<file path="src/rtl/peripheral_bus_if.sv">
// CPU data-memory port as seen by memory-mapped peripherals.
// The master drives the strobes, address and store data; the slave returns read data.
interface peripheral_bus_if;
    logic        MemRead;
    logic        MemWrite;
    logic [31:0] address;
    logic [31:0] write_data;
    logic [31:0] read_data;

    modport master (
        output MemRead, MemWrite, address, write_data,
        input  read_data
    );

    modport slave (
        input  MemRead, MemWrite, address, write_data,
        output read_data
    );
endinterface

</file>
<file path="src/rtl/peripheral_bus.sv">
// Memory-mapped peripheral block: reloadable timer with interrupt, LED and
// 7-segment registers, and a free-running systick, decoded beside data memory.
module peripheral_bus #(
    parameter logic [31:0] BASE_ADDR = 32'h4000_0000
) (
    input  logic                clk,
    input  logic                reset,
    peripheral_bus_if.slave     bus,
    output logic                irq,
    output logic [7:0]          leds,
    output logic [11:0]         digits
);

    localparam int unsigned DATA_W = 32;
    localparam int unsigned LED_W  = 8;
    localparam int unsigned DIG_W  = 12;
    localparam int unsigned TCON_W = 3;

    typedef enum logic [2:0] {
        REG_TH      = 3'd0,
        REG_TL      = 3'd1,
        REG_TCON    = 3'd2,
        REG_LED     = 3'd3,
        REG_DIGITS  = 3'd4,
        REG_SYSTICK = 3'd5
    } reg_sel_e;

    logic [DATA_W-1:0] th_q, th_d;
    logic [DATA_W-1:0] tl_q, tl_d;
    logic [TCON_W-1:0] tcon_q, tcon_d;
    logic [LED_W-1:0]  led_q, led_d;
    logic [DIG_W-1:0]  digits_q, digits_d;
    logic [DATA_W-1:0] systick_q, systick_d;

    logic              hit_c;
    reg_sel_e          sel_c;
    logic              wr_c;
    logic              ovf_c;
    logic              irq_set_c;
    logic [DATA_W-1:0] read_c;
    logic              unused_addr;

    assign unused_addr = &{1'b0, bus.address[1:0]};

    assign hit_c     = (bus.address[31:5] == BASE_ADDR[31:5]) && (bus.address[4:2] <= 3'd5);
    assign sel_c     = reg_sel_e'(bus.address[4:2]);
    assign wr_c      = bus.MemWrite && hit_c;
    assign ovf_c     = tcon_q[0] && (tl_q == {DATA_W{1'b1}});
    assign irq_set_c = ovf_c && tcon_q[1];

    // Combinational read mux; zero whenever the window is not read.
    always_comb begin
        read_c = '0;
        if (bus.MemRead && hit_c) begin
            case (sel_c)
                REG_TH:      read_c = th_q;
                REG_TL:      read_c = tl_q;
                REG_TCON:    read_c = DATA_W'(tcon_q);
                REG_LED:     read_c = DATA_W'(led_q);
                REG_DIGITS:  read_c = DATA_W'(digits_q);
                REG_SYSTICK: read_c = systick_q;
                default:     read_c = '0;
            endcase
        end
    end

    assign bus.read_data = read_c;

    // Timer update first, then CPU writes override; an interrupt set is never lost.
    always_comb begin
        th_d      = th_q;
        tl_d      = tl_q;
        tcon_d    = tcon_q;
        led_d     = led_q;
        digits_d  = digits_q;
        systick_d = systick_q + DATA_W'(1);

        if (tcon_q[0]) begin
            tl_d = ovf_c ? th_q : tl_q + DATA_W'(1);
        end
        if (irq_set_c) begin
            tcon_d[2] = 1'b1;
        end

        if (wr_c) begin
            case (sel_c)
                REG_TH:     th_d     = bus.write_data;
                REG_TL:     tl_d     = bus.write_data;
                REG_TCON:   tcon_d   = {bus.write_data[2] | irq_set_c, bus.write_data[1:0]};
                REG_LED:    led_d    = bus.write_data[LED_W-1:0];
                REG_DIGITS: digits_d = bus.write_data[DIG_W-1:0];
                default:    ;
            endcase
        end
    end

    always_ff @(posedge clk or posedge reset) begin
        if (reset) begin
            th_q      <= '0;
            tl_q      <= '0;
            tcon_q    <= '0;
            led_q     <= '0;
            digits_q  <= '0;
            systick_q <= '0;
        end else begin
            th_q      <= th_d;
            tl_q      <= tl_d;
            tcon_q    <= tcon_d;
            led_q     <= led_d;
            digits_q  <= digits_d;
            systick_q <= systick_d;
        end
    end

    assign irq    = tcon_q[2];
    assign leds   = led_q;
    assign digits = digits_q;

endmodule
</file>
<file path="src/flat_wrapper.sv">
// flat-port wrapper written by rule: the top's interface ports become plain ports
module peripheral_bus_flat 
#(
    parameter logic [31:0] BASE_ADDR = 32'h4000_0000
)
  (clk, reset, irq, leds, digits, bus_MemRead, bus_MemWrite, bus_address, bus_write_data, bus_read_data);
  peripheral_bus_if bus_i ();
  input  logic clk;
  input  logic reset;
  output logic irq;
  output logic [7:0] leds;
  output logic [11:0] digits;
  input wire logic [$bits(bus_i.MemRead)-1:0] bus_MemRead;
  input wire logic [$bits(bus_i.MemWrite)-1:0] bus_MemWrite;
  input wire logic [$bits(bus_i.address)-1:0] bus_address;
  input wire logic [$bits(bus_i.write_data)-1:0] bus_write_data;
  output wire logic [$bits(bus_i.read_data)-1:0] bus_read_data;
  assign bus_i.MemRead = bus_MemRead;
  assign bus_i.MemWrite = bus_MemWrite;
  assign bus_i.address = bus_address;
  assign bus_i.write_data = bus_write_data;
  assign bus_read_data = bus_i.read_data;
  peripheral_bus #(.BASE_ADDR(BASE_ADDR)) u_core (.clk(clk), .reset(reset), .bus(bus_i), .irq(irq), .leds(leds), .digits(digits));
endmodule
</file>
<file path="config.mk">
export PLATFORM = sky130hd
export DESIGN_NAME = peripheral_bus_flat
export DESIGN_NICKNAME = d
export VERILOG_FILES = /design/src/rtl/peripheral_bus_if.sv /design/src/rtl/peripheral_bus.sv /design/src/flat_wrapper.sv
export SDC_FILE = /design/constraint.sdc
export NUM_CORES = 1
export LEC_CHECK = 0
export CAP_MARGIN = 40
export CORE_ASPECT_RATIO = 1.75
export CORE_MARGIN = 5
export CORE_UTILIZATION = 49
export DETAILED_ROUTE_END_ITERATION = 12
export PLACE_DENSITY = 0.76
export SYNTH_ARGS = -nofsm -noshare
export SYNTH_HDL_FRONTEND = slang
export SYNTH_SLANG_ARGS = --single-unit
export TNS_END_PERCENT = 50
</file>
<file path="constraint.sdc">
create_clock -name clk -period 4.2 [get_ports clk]
set_input_delay 0.84 -clock clk [delete_from_list [all_inputs] [get_ports clk]]
set_output_delay 0.84 -clock clk [all_outputs]
set_load 0.05 [all_outputs]
</file>
== After elaboration in Yosys (flattened, before gate mapping) ==
Index checks and enable logic that the tools add are counted.

* Register bits after elaboration: 119
* Output and inout bits: 53

* $lt $le $gt $ge: 1
* Add/subtract/negate cells: 2
* Mux-type cells: 9
* Equal/unequal tests: 7
* Reductions and logical operators: 10
* Bitwise gates (word level): 1

{| class="wikitable"
|+ Operator list
! operator !! number
|-
| $pmux W32 S6 || 1
|-
| $mux W32 || 5
|-
| $add A32 B1 Y32 const B || 2
|-
| $eq A32 B32 Y1 const B || 1
|-
| $eq A27 B26 Y1 const B || 1
|-
| $reduce_and A2 Y1 || 4
|-
| $eq A3 B2 Y1 const B || 2
|-
| $eq A3 B3 Y1 const B || 2
|-
| $mux W3 || 2
|-
| $logic_and A1 B1 Y1 || 5
|-
| $eq A3 B1 Y1 const B || 1
|-
| $le A3 B3 Y1 const B || 1
|-
| $logic_not A3 Y1 || 1
|-
| $mux W1 || 1
|-
| $or A1 B1 Y1 || 1
|}

== Depth between registers and ports, before layout ==
Gate-level depths: netlist (run 1).

* Depth in word-level cells: 6
* Gate-level depth with buffers: 9
* Mapped depth without buffers: 6

== Least setup slack after synthesis (run 1) ==
No wires, ideal clock.

* Path kind: input port to output port
* Start point: in bus_address[7]
* End point: out bus_read_data[12]
* Arrival: 2680 ps
* Data required time: 3360 ps
* Cell stages on the path: 6
* Setup slack: 680 ps
* Buffers on the path: 1
* Cell sequence: nor4_2 -> o2111ai_2 -> nor2_1 -> nand3_1 -> clkbuf_1 -> nor2_1

* Cells in the longest elaborated chain, start to end: 4

{| class="wikitable"
|+ Ends and longest elaborated chain
! element !! line !! text
|-
| start, declared || flat_wrapper.sv:15 || <nowiki>input wire logic [$bits(bus_i.address)-1:0] bus_address;</nowiki>
|-
| $eq A27 B26 Y1 || peripheral_bus.sv:45 || <nowiki>assign hit_c = (bus.address[31:5] == BASE_ADDR[31:5]) && (bus.address[4:2] <= 3'd5);</nowiki>
|-
| $logic_and A1 B1 Y1 || peripheral_bus.sv:45 ||
|-
| $logic_and A1 B1 Y1 || peripheral_bus.sv:54 || <nowiki>if (bus.MemRead && hit_c) begin</nowiki>
|-
| $mux W32 || peripheral_bus.sv:54 ||
|-
| end, declared || flat_wrapper.sv:17 || <nowiki>output wire logic [$bits(bus_i.read_data)-1:0] bus_read_data;</nowiki>
|}

No other way between the ends.

== Worst setup path after layout (run 1) ==
* Start point: in bus_address[16]
* End point: out bus_read_data[6]

Same word-level chain as after synthesis.

==> results of run 1 <==
## power by group through the flow
stage / combinational [mW] / clock (mW) / sequential [mW]
6_report: 0.172 / 1.52 / 1.15
2_1_floorplan: 0.0709 / 0 / 1.17
5_1_grt: 0.185 / 1.59 / 1.15
3_5_place_dp: 0.172 / 0 / 1.17
3_3_place_gp: 0.170 / 0 / 1.17
4_1_cts: 0.173 / 1.54 / 1.15
## area by class of cell
cell class | instances | share of cell area (%)
flip-flops and latches | 119 | 32.0
repair buffers | 135 | 16.9
well taps | 180 | 2.42
inverters | 15 | 0.632
clock inverters | 8 | 1.60
multi-input cells | 544 | 41.5
clock buffers | 21 | 4.95
## cell usage in the layout, fill, tap and decap left out, types with 4 or more instances in the layout
master and instances:
o21ai_0 32, nand3_1 46, nand2_1 58, a221oi_1 5
and4_1 12, and3_1 13, buf_4 19, clkdlybuf4s50_1 85
dfrtp_1 119, inv_1 14, a21oi_1 50, xor2_1 8
bufinv_16 4, nor4_1 9, nor2_1 76, a41oi_1 4
xnor2_1 31, mux2i_1 40, mux2_2 50, nand4_1 20
clkbuf_16 17, a31oi_1 9, nor3_1 10, nor4_4 8
mux4_2 10, buf_12 28, nor2b_1 9, o31ai_1 4
## Yosys cell counts, types with 3 or more instances
cell type / count
or4_1: 3
o31ai_1: 4
nor3_1: 11
buf_4: 4
a211oi_1: 3
a31oi_1: 9
a21boi_0: 3
buf_2: 11
nor4_4: 8
a41oi_1: 4
xor2_1: 8
nor2b_1: 9
xnor2_1: 31
nand2_1: 58
dfrtp_1: 119
nor4_1: 9
mux2_2: 50
o21ai_0: 32
nand3_1: 46
a221oi_1: 5
nor2_1: 76
and3_1: 13
a21oi_1: 50
nand4_1: 20
clkbuf_1: 21
inv_1: 15
and4_1: 12
mux4_2: 10
mux2i_1: 40
## sequential cells by signal, summed over array words and instances (netlist names)
register	count
u_core.tl_q	32
u_core.tcon_q	3
u_core.leds	8
u_core.th_q	32
u_core.systick_q	32
u_core.digits	12
## worst reg2reg max path, cell delays in order, from the launching register on
cell	delay [ns]
dfrtp_1	0.49
ha_1	0.30
nand3_1	0.18
nor3_2	0.56
and3_1	0.68
mux2_2	0.41
a31oi_1	0.22
## per-stage QoR
| stage | instance area [µm²] | total power, mW | instances | worst slack (ns) |
|---|---|---|---|---|
| 2_1_floorplan | 7070 | 1.24 | 716 | 0.203 |
| 3_3_place_gp | 8680 | 1.34 | 991 | 0.502 |
| 3_5_place_dp | 8690 | 1.34 | 993 | 0.483 |
| 4_1_cts | 9300 | 2.86 | 1022 | 0.477 |
| 5_1_grt | 9300 | 2.92 | 1022 | 0.281 |
| 6_report | 9300 | 2.84 | 1022 | 0.488 |
## cell families (layout without fill, tap and decap cells)
family          after synthesis  in the layout  synth area share, %
simple gates                278            278                 21.9
compound gates              124            124                 10.4
flops                       119            119                 42.1
mux                         101            101                 17.0
buf+inv                      53            179                 3.33
xor+xnor                     39             39                 4.83
fa+ha+maj                     2              2                0.354
## worst max path at each step
| stage | from | to | slack [ns] | cells after the start |
|---|---|---|---|---|
| 2_1_floorplan | reset | u_core.digits[0] | 0.20 | 1 |
| 3_3_place_gp | bus_address[16] | bus_read_data[2] | 0.50 | 7 |
| 3_5_place_dp | bus_address[16] | bus_read_data[8] | 0.48 | 8 |
| 4_1_cts | bus_address[16] | bus_read_data[6] | 0.48 | 7 |
| 5_1_grt | bus_address[10] | bus_read_data[6] | 0.28 | 7 |
| 6_report | bus_address[16] | bus_read_data[6] | 0.49 | 7 |
## layer usage
layer	up-vias	GRT usage [%]
met3	59	5.07
met5	-	0
met2	284	48.3
li1	2858	-
met1	3158	27.4
met4	0	14.9
==> key figures, run 1 <==
Power
  – Pwr/cell area: 306 nW/µm²
  – Lkg Pwr: 3.97 nW
  – Clk pwr share: 53.6%
  – Sw Pwr: between 0.5 and 0.6 mW
  – Max IR drop VDD: 0.205 mV
  – Sw Share: 21.1%
  – Pint: approximately 2.2 mW
  – Seq pwr share: 40.4%
  – Combinational power share: 6.0%

STA
  – Max transition margin: 46.2%
  – Period utilisation layout: approximately 90%
  – Setup violators final: 0
  – F_max: roughly 0.27 GHz
  – Worst-margin pin slew: 0.807 ns
  – Final Hold Fails: 0
  – Fin Hold WS: approximately 0.47 ns
  – Final TNS setup: 0 ns
  – Min Tclk post-route: roughly 3.7 ns
  – RSZ-0062 raised after global routing: no
  – Fin. max-slew vios: 0
  – Clock skew: 0.0109 ns

Synthesis
  – Asr flop ratio synth: 100%
  – Synth top area cells: dfrtp_1, mux2_2, mux2i_1
  – Yosys cell types: between 50 and 60
  – Post-synthesis average cell area: 9.87 µm²
  – Leading area contributor after synthesis: dfrtp_1
  – Syn Std Cell Area: 7070 µm²
  – Top-area cell type share of the netlist area: 42.1%
  – Synth warn: 0
  – Syn nets: 786
  – Number of synthesized flops with an enable pin: 0
  – Register area share after synthesis: 42.1%
  – Gate Count Post-Synth: 716
  – Most common flop cell mapped by yosys: dfrtp_1
  – FF+latch count, synth: 119

Cells and area
  – Share of cells above drive strength 1: 18.8%
  – P&R area growth vs syn: 31.6%
  – Fin util: 65.0%
  – Multi-input logic area: 3860 µm²
  – Nets: around 900
  – Register Area: 2980 µm²
  – Fillers: 1100
  – # diodes: 0

Clocking
  – Reg clk slew, reported paths: 0.06 ns
  – Post-CTS sizing: 0
  – Hold buffer count at cts: 0
  – Longest Clk Path Bufs: 2
  – CTS tree: yes
  – Clk_lat worst skew: 0.41 ns
  – Clk root buf: clkbuf_16
  – H-tree depth: 4
  – Post-CTS setup buffer count: 0
  – Sink Count: 119
  – Num CTS Buffers: 17

Placed design
  – Routability cong.: 0.981
  – HPWL after DPL: 16.2 mm
  – PortBufs: between 100 and 150

Detailed routing
  – Drt first pass iters: 5
  – Vias: 6359
  – DR WL/cell: 21.5 µm
  – DRC Markers: 0
  – Post-route ant nets: 0
  – Drt initial violations: 390
  – Routed wl met2: ~12 mm
  – WL final: 21.9 mm
  – Routed met1 length: 7.68 mm
  – Vias per cell: 6.22
  – DR top layer: met4
  – DR WL met3: between 1 and 1.5 mm

Worst setup path
  – Bufs and invs on worst path: 2
  – RR Endpoint: u_core.tl_q[7]
  – Max FO, Critical Path: 8
  – Worst EP required: 3.36 ns
  – R2R Setup Slk: between 1 and 1.5 ns
  – FF-to-FF path depth: 6
  – Family with the most delay on the worst path: simple AND/OR/NAND/NOR gates
  – Worst setup path category: in2out
  – Startpoint Class: input pin
  – Cell chain of the critical path: clkdlybuf4s50_1 > nor4_4 > o2111ai_2 > nor2_1 > nand2_1 > a21oi_1 > buf_12
  – Max stage delay cell, worst path: clkdlybuf4s50_1
  – Data arrival, critical path: 2.87 ns
  – Reg2reg start: u_core.tl_q[0]
  – Crit-path max cell delay: 0.44 ns
  – CP endpoint kind: primary output

Min path
  – Endpoint, Worst Hold: u_core.systick_q[31]
  – HP Class: reg2reg
  – Hold Path Depth: 1
  – Min-delay src: u_core.systick_q[31]

Run
  – Max-Cap Viols: 0

Floorplanning
  – Die height: between 150 and 200 µm
  – Starting Density: 49.4%
  – Die area: 17000 µm²
  – Ports: 121
  – Placeable Area: 14300 µm²
  – Row cnt: between 50 and 60
  – Die extent in x: 101 µm

Global routing
  – Largest net degree at the start of global routing: 63
  – Total GRT Usage: 26.4%
  – First-pass GRT wire length: 34.9 mm
  – Grt total ovfl: 0
  – Via count of the first global-routing pass: 6748
  – Initial antenna violation count: 0

Status
  – Outcome: completed
Power figures use the tool's default switching activity.
==> inputs of run 2 (changes only) <==
--- a/config.mk
+++ b/config.mk
@@ -7,10 +7,9 @@
 export LEC_CHECK = 0
 export CAP_MARGIN = 40
 export CORE_ASPECT_RATIO = 1.75
-export CORE_MARGIN = 5
 export CORE_UTILIZATION = 49
 export DETAILED_ROUTE_END_ITERATION = 12
-export PLACE_DENSITY = 0.76
+export PLACE_DENSITY = 0.85
 export SYNTH_ARGS = -nofsm -noshare
 export SYNTH_HDL_FRONTEND = slang
 export SYNTH_SLANG_ARGS = --single-unit
==> key figures, run 2 (synthesized netlist as in run 1, its figures left out) <==
Cells and area
  – Nets: 905
  – Non-Filler Instances: 1024
  – Fillers: 1074
  – Largest regs: u_core.systick_q (32), u_core.th_q (32), u_core.tl_q (32)
  – Share of cells above drive strength 1: 19.5%
  – Most frequent cells in the layout: dfrtp_1, clkdlybuf4s50_1, nor2_1
  – # diodes: 0
  – Commonest non-fill, non-tap cell in the layout: dfrtp_1
  – P&R area growth vs syn: 31.9%

STA
  – Fin. max-slew vios: 0
  – Period utilisation layout: 91.0%
  – Final TNS setup: 0 ns
  – PnR worst setup slack: between 0.3 and 0.4 ns
  – Worst-margin pin slew: roughly 0.8 ns
  – Clock skew: 0.00718 ns
  – Max transition margin: approximately 46%
  – Final Hold Fails: 0
  – F_max: around 0.26 GHz
  – Min Tclk post-route: between 3 and 4 ns
  – RSZ-0062 raised after global routing: no
  – Setup violators final: 0

Worst setup path
  – Max stage delay cell, worst path: clkdlybuf4s50_1
  – Family with the most delay on the worst path: simple AND/OR/NAND/NOR gates
  – Worst setup path category: in2out
  – Startpoint Class: input pin
  – Bufs and invs on worst path: 2
  – Data arrival, critical path: 2.98 ns
  – Cell chain of the critical path: clkdlybuf4s50_1 > nor4_2 > o2111ai_2 > nor2_1 > nand2_1 > a21oi_1 > buf_12
  – R2R Setup Slk: 1.33 ns
  – Reg2reg start: u_core.tl_q[0]
  – Max FO, Critical Path: 8
  – CP endpoint kind: primary output
  – FF-to-FF path depth: 6
  – Crit-path max cell delay: 0.41 ns
  – RR Endpoint: u_core.tl_q[7]
  – Worst EP required: 3.36 ns

Placed design
  – Dpl ws: 0.381 ns
  – HPWL after DPL: 15.3 mm
  – PortBufs: 118
  – Post-Place Cells: 993
  – Routability cong.: 0.919

Clocking
  – Clk_lat worst skew: roughly 0.41 ns
  – Sink Count: ~120
  – CTS tree: yes
  – Reg clk slew, reported paths: 0.05 ns
  – Longest Clk Path Bufs: 2
  – Post-CTS setup buffer count: 0
  – Post-CTS sizing: 0
  – H-tree depth: 4
  – Clk root buf: clkbuf_16
  – Hold buffer count at cts: 0
  – Num CTS Buffers: 17

Floorplanning
  – Die extent in x: 92.8 µm
  – Row cnt: 57
  – Placeable Area: 14000 µm²
  – Die height: 161 µm
  – Starting Density: 50.6%
  – Ports: about 120
  – Die area: 14900 µm²

Power
  – Combinational power share: 6.5%
  – Lkg Pwr: 3.98 nW
  – Clk pwr share: 51.4%
  – Sw Share: 22.6%
  – Pint: 2.11 mW
  – Design Power: 2.73 mW
  – Pwr/cell area: 293 nW/µm²
  – Max IR drop VDD: 0.293 mV
  – Seq pwr share: 42.0%
  – Sw Pwr: roughly 0.62 mW

Detailed routing
  – Post-route ant nets: 0
  – WL final: 21.3 mm
  – Vias per cell: between 6 and 7
  – DR WL/cell: 20.8 µm
  – Drt first pass iters: 6
  – Drt initial violations: 570
  – Vias: 6466
  – DRC Markers: 0

Global routing
  – Initial antenna violation count: 0
  – Largest net degree at the start of global routing: 63
  – First-pass GRT wire length: 34.3 mm
  – Grt total ovfl: 0
  – Via count of the first global-routing pass: 6736
  – Total GRT Usage: 29.9%

Min path
  – Hold Path Depth: 1
  – HP Class: reg2reg
  – Min-delay src: u_core.systick_q[31]
  – Endpoint, Worst Hold: u_core.systick_q[31]

Status
  – Outcome: completed

Run
  – Max-Cap Viols: 0
-- run 2: power groups by stage --
stage | clock [mW] | combinational (mW) | sequential, mW
6_report | 1.40 | 0.178 | 1.15
2_1_floorplan | 0 | 0.0709 | 1.17
4_1_cts | 1.41 | 0.179 | 1.15
3_5_place_dp | 0 | 0.179 | 1.17
3_3_place_gp | 0 | 0.173 | 1.17
5_1_grt | 1.46 | 0.191 | 1.15
-- run 2: through the flow --
step	util [%]	hold slack (ns)	area, µm²
global placement	62.3	0.462	8700
CTS	66.7	0.480	9320
global route	66.7	0.497	9320
floorplan	-	0.446	7070
finish	66.7	0.472	9320
detailed placement	62.6	0.470	8750
-- run 2: area by class of cell --
type | count | area (µm²) | share of cell area [%]
clock inverters | 13 | 133 | 1.42
flip-flops and latches | 119 | 2980 | 32.0
repair buffers | 138 | 1630 | 17.5
well taps | 177 | 221 | 2.38
clock buffers | 18 | 439 | 4.71
inverters | 15 | 58.8 | 0.631
multi-input cells | 544 | 3860 | 41.4
-- run 2: layer usage --
| layer | share of wire [%] | wire, µm | up-vias | track usage [%] |
|---|---|---|---|---|
| met5 | 0 | 0 | - | 0 |
| met4 | 5.5 | 1180 | 0 | 18.3 |
| met3 | 6.9 | 1480 | 105 | 5.82 |
| met2 | 54 | 11600 | 369 | 53.9 |
| met1 | 33 | 7050 | 3116 | 31.3 |
| li1 | - | - | 2876 | - |
-- run 2: worst max path at each step --
stage	start	endpoint	slack, ns	depth (start not counted)
finish	bus_address[7]	bus_read_data[6]	0.38	7
global route	bus_address[7]	bus_read_data[6]	0.24	7
CTS	bus_address[7]	bus_read_data[6]	0.37	7
detailed placement	bus_address[7]	bus_read_data[21]	0.38	8
global placement	bus_address[7]	bus_read_data[9]	0.45	8
floorplan	reset	u_core.digits[0]	0.20	1
